File: src/rtl/intadd_arb.sv
// intadd_arb: round-robin arbiter and sequencer for one shared add32 SIMD adder.
// Each accepted operation goes through three cycles: IDLE (grant and operand
// capture), EXEC (the adder settles on the registered operands) and RESP (the
// captured result is held until the consumer takes it).

module intadd_arb #(
    parameter int NREQ = 4,
    parameter int IDW  = 2,
    parameter int CNTW = 16
) (
    input  logic               clk,
    input  logic               rst_n,
    input  logic [NREQ-1:0]    req_valid,
    output logic [NREQ-1:0]    req_ready,
    input  logic [NREQ*128-1:0] req_src0,
    input  logic [NREQ*128-1:0] req_src1,
    input  logic [NREQ-1:0]    req_sign_s0,
    input  logic [NREQ-1:0]    req_sign_s1,
    output logic [127:0]       add_src0,
    output logic [127:0]       add_src1,
    output logic               add_sign_s0,
    output logic               add_sign_s1,
    input  logic [127:0]       add_dst,
    input  logic [127:0]       add_st,
    output logic               rsp_valid,
    input  logic               rsp_ready,
    output logic [IDW-1:0]     rsp_id,
    output logic [127:0]       rsp_dst,
    output logic [127:0]       rsp_st,
    output logic               busy,
    output logic [CNTW-1:0]    done_cnt
);

    typedef enum logic [1:0] {
        IDLE = 2'd0,
        EXEC = 2'd1,
        RESP = 2'd2
    } state_t;

    state_t             state;
    state_t             state_nxt;
    logic [IDW-1:0]     rr_ptr;
    logic [IDW-1:0]     rr_ptr_nxt;
    logic [IDW-1:0]     gnt_idx;
    logic [IDW-1:0]     gnt_off;
    logic               gnt_found;
    logic [2*NREQ-1:0]  valid_dbl;
    logic [NREQ-1:0]    valid_rot;
    logic [IDW:0]       gnt_sum;
    logic [127:0]       sel_src0;
    logic [127:0]       sel_src1;
    logic               sel_sign_s0;
    logic               sel_sign_s1;

    // Round-robin search: rotate req_valid so rr_ptr sits at bit 0, take the
    // lowest set bit, then rotate the offset back into a requester index.
    always_comb begin
        // NOTE: every signal written here gets a default first, so no path
        // leaves it unassigned and no latch is inferred.
        gnt_found = 1'b0;
        gnt_off   = '0;
        valid_dbl = {req_valid, req_valid} >> rr_ptr;
        valid_rot = valid_dbl[NREQ-1:0];
        for (int i = NREQ - 1; i >= 0; i--) begin
            if (valid_rot[i]) begin
                gnt_found = 1'b1;
                gnt_off   = IDW'(i);
            end
        end
        gnt_sum = {1'b0, rr_ptr} + {1'b0, gnt_off};
        if (gnt_sum >= (IDW+1)'(NREQ)) begin
            gnt_sum = gnt_sum - (IDW+1)'(NREQ);
        end
        gnt_idx = gnt_sum[IDW-1:0];
        if (gnt_idx == IDW'(NREQ - 1)) begin
            rr_ptr_nxt = '0;
        end else begin
            rr_ptr_nxt = gnt_idx + IDW'(1);
        end
    end

    // Payload mux: pick the granted requester's operands and sign flags.
    always_comb begin
        sel_src0    = '0;
        sel_src1    = '0;
        sel_sign_s0 = 1'b0;
        sel_sign_s1 = 1'b0;
        for (int k = 0; k < NREQ; k++) begin
            if (gnt_idx == IDW'(k)) begin
                sel_src0    = req_src0[k*128 +: 128];
                sel_src1    = req_src1[k*128 +: 128];
                sel_sign_s0 = req_sign_s0[k];
                sel_sign_s1 = req_sign_s1[k];
            end
        end
    end

    // State register.
    always_ff @(posedge clk) begin
        // NOTE: sequential state uses non-blocking assignments so every
        // register samples its inputs from before the edge.
        if (!rst_n) begin
            state <= IDLE;
        end else begin
            state <= state_nxt;
        end
    end

    // Next-state logic: grant moves to EXEC, EXEC always lasts one cycle,
    // RESP waits for the consumer.
    always_comb begin
        state_nxt = state;
        case (state)
            IDLE:    if (gnt_found) state_nxt = EXEC;
            EXEC:    state_nxt = RESP;
            RESP:    if (rsp_ready) state_nxt = IDLE;
            default: state_nxt = IDLE;
        endcase
    end

    // Outputs decoded from state: one-hot accept in IDLE only, busy otherwise.
    always_comb begin
        busy      = (state != IDLE);
        req_ready = '0;
        for (int k = 0; k < NREQ; k++) begin
            req_ready[k] = (state == IDLE) && gnt_found && (gnt_idx == IDW'(k));
        end
    end

    // Datapath registers: operand capture on accept, result capture at the end
    // of EXEC, completion count on the response handshake.
    always_ff @(posedge clk) begin
        if (!rst_n) begin
            rr_ptr      <= '0;
            add_src0    <= '0;
            add_src1    <= '0;
            add_sign_s0 <= 1'b0;
            add_sign_s1 <= 1'b0;
            rsp_valid   <= 1'b0;
            rsp_id      <= '0;
            rsp_dst     <= '0;
            rsp_st      <= '0;
            done_cnt    <= '0;
        end else begin
            case (state)
                IDLE: begin
                    if (gnt_found) begin
                        add_src0    <= sel_src0;
                        add_src1    <= sel_src1;
                        add_sign_s0 <= sel_sign_s0;
                        add_sign_s1 <= sel_sign_s1;
                        rsp_id      <= gnt_idx;
                        rr_ptr      <= rr_ptr_nxt;
                    end
                end
                EXEC: begin
                    rsp_dst   <= add_dst;
                    rsp_st    <= add_st;
                    rsp_valid <= 1'b1;
                end
                RESP: begin
                    if (rsp_ready) begin
                        rsp_valid <= 1'b0;
                        done_cnt  <= done_cnt + CNTW'(1);
                    end
                end
                default: begin
                end
            endcase
        end
    end

endmodule
File: config.mk
export PLATFORM = sky130hd
export DESIGN_NAME = intadd_arb
export DESIGN_NICKNAME = d
export VERILOG_FILES = /design/src/rtl/intadd_arb.sv
export SDC_FILE = /design/constraint.sdc
export NUM_CORES = 1
export LEC_CHECK = 0
export CELL_PAD_IN_SITES_DETAIL_PLACEMENT = 1
export CELL_PAD_IN_SITES_GLOBAL_PLACEMENT = 1
export CORE_AREA = 2 2 713 715
export CTS_CLUSTER_SIZE = 28
export DETAILED_ROUTE_END_ITERATION = 12
export DIE_AREA = 0 0 715 717
export PLACE_DENSITY_LB_ADDON = 0.1
export SETUP_SLACK_MARGIN = 0.2
export SYNTH_ARGS = -nofsm -noshare
export SYNTH_HDL_FRONTEND = slang
export SYNTH_SLANG_ARGS = --single-unit
File: constraint.sdc
create_clock -name clk -period 5.9 [get_ports clk]
set_input_delay 1.18 -clock clk [delete_from_list [all_inputs] [get_ports clk]]
set_output_delay 1.18 -clock clk [all_outputs]
set_load 0.1 [all_outputs]
* Word level (Yosys, flattened, before mapping)
Cells that the tools add are included.
** Storage, ports and cells
- Logic and storage cells :: 68
- Register bits :: 537
- Output and inout bits :: 538
- Input bits :: 1295
** Operators by class
- Eq/ne operators :: 7
- Reduce and logical (&&, ||, !) cells :: 13
- Multiplexer cells :: 31
- Shift operators :: 1
- Add/sub/neg operators :: 4
- Magnitude comparators :: 1
** Operator list (count)
- $mux 128 :: 8
- $add 16x1->16 const B :: 1
- $mux 2 :: 8
- $mux 1 :: 13
- $reduce_and 2->1 :: 4
- $shr 8x2->4 :: 1
- $eq 2x2->1 const B :: 3
- $pmux 2 s3 :: 1
- $logic_and 1x1->1 :: 5
- $eq 2x1->1 const B :: 2
- $logic_not 2->1 :: 2
- $ne 2x2->1 const B :: 2
- $reduce_bool 2->1 :: 2
- $add 2x2->3 :: 1
- $ge 3x3->1 const B :: 1
- $add 2x1->2 const B :: 1
- $pmux 1 s2 :: 1
- $sub 2x1->2 const B :: 1

* Depth between registers and ports, before layout
Gate-level depths: netlist (run 1).
- Depth after elaboration :: 13
- Depth in mapped cells :: 18
- Mapped depth without buffers :: 13

* Worst setup path after synthesis (run 1)
No wires, ideal clock.
- Path type :: input to output
- Start point :: input req_valid[2]
- End point :: output req_ready[3]
- Required time :: 4.720 ns
- Data arrival time :: 3.943 ns
- Cell stages on the path :: 14
- Buffers on the path :: 4
- Setup slack :: 0.777 ns
- Cell sequence :: buf_2 -> nor2_1 -> nor3_1 -> a21oi_1 -> o21ai_0 -> ha_1 -> xnor2_1 -> xnor2_1 -> inv_1 -> ha_1 -> buf_2 -> clkbuf_1 -> clkbuf_1 -> and2_1
** Between the ends
- Cells in the longest elaborated chain, start to end :: 10
- Elaborated cells on any way between the ends :: 16
- Classes of those cells :: add/sub: 2; order compare: 1; eq/ne: 1; shift: 1; mux: 9; reduce/logical: 2
** Ends and longest elaborated chain
- from (decl) :: line 13 : input logic [NREQ-1:0] req_valid,
- $shr 8x2->4 (*) :: line 62 : valid_dbl = {req_valid, req_valid} >> rr_ptr;
- $mux 2 (3 in series) :: line 65 : if (valid_rot[i]) begin
- $mux 2 (*) :: line 65
- $add 2x2->3 (*) :: line 70 : gnt_sum = {1'b0, rr_ptr} + {1'b0, gnt_off};
- $ge 3x3->1 / $sub 2x1->2 (equally long branches) :: line 71, 72
- $mux 2 (*) :: line 71 : if (gnt_sum >= (IDW+1)'(NREQ)) begin
- net gnt_sum[1] :: line 49 : logic [IDW:0] gnt_sum;
- $eq 2x2->1 (*) :: line 126 : req_ready[k] = (state == IDLE) && gnt_found && (gnt_idx == IDW'(k));
- $logic_and 1x1->1 (*) :: line 126
- to (decl) :: line 14 : output logic [NREQ-1:0] req_ready,
Mark *: on every way through the listed nets, which the timed path passes. The rest lies on a longest branch.

* Final worst setup path (run 1)
Same ends and word-level chain as after synthesis.

==> results.tsv, run 1 <==
stage	metric	value	unit
outcome	status	completed	
pwr	Seq pwr share	14.4	%
pwr	logic gate share of total power	68.5	%
die	IO Pins	1833	
finish	layout cells sized above 1	12.63	%
job	Max Cap Viol	0	
finish	final core area utilization	11.29	%
worst_setup_path	Crit-path slowest cell	clkdlybuf4s50_1	
sta	period utilization	87.06	%
die	Initial Utilization	5.458	%
die	DIE AREA	512700	sq um
sta	max-slew violations	0	
drt	vias per cell	2.873	
hold_path	hold path start	rsp_st[12]	
clock_network	Resized cells post-CTS	0	
drt	Routed wire per std cell	28.58	um
global_route	Global Route Usage Sum	12.65	%
global_route	antenna violations before repair	394	
pwr	Pleak	18.29	nW
synthesis	Synth Area in Adders	0.2726	%
clock_network	Root Driver	clkbuf_16	
placed_design	Cells after DPL	11620	
clock_network	postcts setup bufs	0	
sta	WHS	462.1	ps
synthesis	largest family of logic cells by synthesized area	compound AO/OA/AOI/OAI gates	
pwr	VDD IR-drop max	730.2	uV
die	die width	715	um
clock_network	Bufs on Longest Clock Path	4	
pwr	sw power	20.66	mW
placed_design	port bufs	1832	
sta	RSZ-0062 raised after global routing	false	
synthesis	mux share of post-synthesis cell area	0.03635	%
pwr	clock share of power	17.1	%
drt	DR vias	34110	
drt	DRC	0	
sta	Slew @ Worst Pin	1233	ps
pwr	Pint	15.68	mW
worst_setup_path	CP required	4720	ps
worst_setup_path	Setup CP Type	input pin to primary output	
pwr	pwr/cell area	638.0	nW/um^2
synthesis	cell area after synthesis	27540	sq um
clock_network	CTS tree	yes	
synthesis	distinct cell type count after synthesis	43	
worst_setup_path	register-to-register setup slack	2100	ps
synthesis	Post-Synth Simple-Gate Area	18.92	%
worst_setup_path	CP Launch Type	input pin	
synthesis	post-synthesis xor/xnor area fraction	0.5407	%
die	Core ar.	504500	sq um
finish	Fillers	59140	
drt	drt pass-1 iters	5	
sta	final setup TNS	0	ps
synthesis	synthesized area per cell	8.292	sq um
worst_setup_path	crit-path max cell delay	550	ps
global_route	global-route wire length before repair	419.9	mm
global_route	GRT overflow	0	
sta	endpoints failing hold	0	
pwr	Overall Power	36.34	mW
drt	Routed Antenna Nets	0	
drt	detailed router's first-iteration violation count	1285	
placed_design	dpl hpwl	283.5	mm
worst_setup_path	RR Startpoint	rr_ptr[0]	
finish	area grow syn2layout	106.9	%
worst_setup_path	Worst setup startpoint	req_valid[2]	
clock_network	H-tree level count	3	
synthesis	Mapped Nets	4622	
clock_network	CTS Hold Bufs	0	
worst_setup_path	cell chain of the critical path	clkdlybuf4s50_1 -> nor2_1 -> nor3_1 -> a21oi_1 -> o21ai_0 -> ha_1 -> xnor2_1 -> xnor2_1 -> buf_4 -> inv_1 -> ha_4 -> and2_1 -> buf_4	
synthesis	Synth Area in Compound Gates	34.48	%
synthesis	async set-reset flop share out of synthesis	0	%
pwr	switch share	56.85	%
sta	Fmax achieved	194.7	MHz
placed_design	GP Congestion	0.7803	
worst_setup_path	RR Endpoint	add_src0[29]	
sta	Final min period	5136	ps
clock_network	CTS Sinks	537	
synthesis	Syn Inst Count	3321	
synthesis	sequential share of the synthesized area	39.04	%
clock_network	Clk Latency, worst-skew pair	850	ps
global_route	vias in the first global route	35760	
worst_setup_path	R2R depth	15	
hold_path	Hold WC Path Type	flip-flop to flip-flop	
finish	fin cells	11870	
sta	# setup viols final	0	
global_route	largest net degree at the start of global routing	156	
hold_path	worst hold stages	2	
clock_network	CTS clk-pin slew, worst paths	60	ps
worst_setup_path	Critical Path AT	3960	ps
synthesis	warnings from Yosys	0	
sta	Clock Skew	107.8	ps
sta	Worst slew margin	17.52	%
clock_network	CTS Buf Count	102	
synthesis	number of synthesized flops with an enable pin	0	
hold_path	Min-Delay Endpoint	rsp_st[12]	
finish	Final nets	6317	
synthesis	Synth Flop Type	dfxtp_1	
drt	Post-Route WL	339.3	mm
worst_setup_path	Worst setup EP type	primary output	
synthesis	#FFs+latches synth	537	
worst_setup_path	crit-path max FO	8	
die	row count	261	
die	height of the chip	717	um
## kinds of logic (layout without fill, tap and decap cells)
group,after synthesis,after routing
xor gates and xnor gates,17,17
muxes,1,1
AOI/OAI and AO/OA,1305,1305
and+or+nand+nor,1097,1097
buffers and inverters,358,2129
DFF,537,537
other,0,74
adders and majority gates,6,6
## final cells by class
cell class | count | area (sq um) | area share [%]
inverters | 4 | 15.01 | 0.02636
clock inverters | 27 | 280.3 | 0.4920
multi-input cells | 2426 | 15010 | 26.34
repair buffers | 1945 | 19320 | 33.92
clock buffers | 153 | 3015 | 5.294
diodes | 74 | 185.2 | 0.3251
flip-flops and latches | 537 | 10750 | 18.87
well taps | 6706 | 8391 | 14.73
## synth_stat cells (10+ instances only)
library cell	n	area [sq um]
a21boi_0	258	1937
a21oi_1	520	2603
a221oi_1	46	402.9
a221oi_2	211	3168
and2_1	20	125.1
buf_1	14	52.55
buf_2	123	615.6
buf_6	10	112.6
buf_8	20	300.3
clkbuf_1	181	679.4
dfxtp_1	537	10750
nand2_1	523	1963
nor2b_1	260	1627
nor3_1	261	1306
o21ai_0	246	1231
o21ai_1	15	75.07
xnor2_1	15	131.4
## worst max-delay path by stage
stage                         to  slack, ps
floorplan           req_ready[3]        780
global placement    add_src1[51]        500
detailed placement  add_src1[51]        570
CTS                 req_ready[3]        670
global route        req_ready[3]        560
finish              req_ready[3]        760
## layer usage
metal	track usage [%]	routed length (um)
met2	24.26	180100
met4	1.928	6702
met5	0	1308
met3	7.620	41670
met1	11.46	109500
## power groups by stage
stage,registers [mW],clock network (mW),logic [mW]
floorplan,11.8,0,9.64
finish,5.24,6.22,24.9
global route,5.39,6.73,26.7
CTS,5.31,6.67,25.7
detailed placement,5.35,0,25.6
global placement,5.35,0,25.6
## layout by cell type, fill, tap and decap left out, types with 4 or more instances in the layout
cell             instances
clkinv_2                17
inv_1                    4
diode_2                 74
a21boi_0               258
and2_1                  20
buf_12                  42
nand3_1                  7
clkdlybuf4s50_1       1676
o21ai_0                246
xnor2_1                 15
bufinv_16                4
o21ai_1                 15
buf_4                  222
dfxtp_1                537
a221oi_2               211
clkbuf_1                25
nor2b_1                259
nor2_1                   9
clkbuf_16              103
clkbuf_8                25
nand2_1                523
nand4_1                  4
buf_2                    4
nor3_1                 261
a21oi_1                520
a221oi_1                46
## registers in the layout, summed over array words and instances (netlist names)
register and cells:
add_src0 128, rsp_dst 128, state 2, done_cnt 16, rr_ptr 2, rsp_valid 1, add_sign_s0 1, add_src1 128
add_sign_s1 1, rsp_st 128, rsp_id 2
## stage by stage
stage	worst slack, ps	area (sq um)
floorplan	776.6	27540
global placement	495.6	53480
detailed placement	566.4	53480
CTS	669.4	56780
global route	563.2	56810
finish	763.6	56960
## critical path, delay by kind of cell
kind / cells / cell delay [ps]
and+or+nand+nor: 3 / 660
AOI/OAI and AO/OA: 2 / 290
buffers and inverters: 4 / 1170
xor gates and xnor gates: 2 / 280
adders and majority gates: 2 / 370
(Power assumes the default switching activity.)
==> run 2: changes to the inputs <==
--- a/config.mk
+++ b/config.mk
@@ -11,6 +11,7 @@
 export CTS_CLUSTER_SIZE = 28
 export DETAILED_ROUTE_END_ITERATION = 12
 export DIE_AREA = 0 0 715 717
+export HOLD_SLACK_MARGIN = 0.03
 export PLACE_DENSITY_LB_ADDON = 0.1
 export SETUP_SLACK_MARGIN = 0.2
 export SYNTH_ARGS = -nofsm -noshare
==> results of run 2 <==
Same layout as run 1: the final DEF is identical, and so are final timing and power.
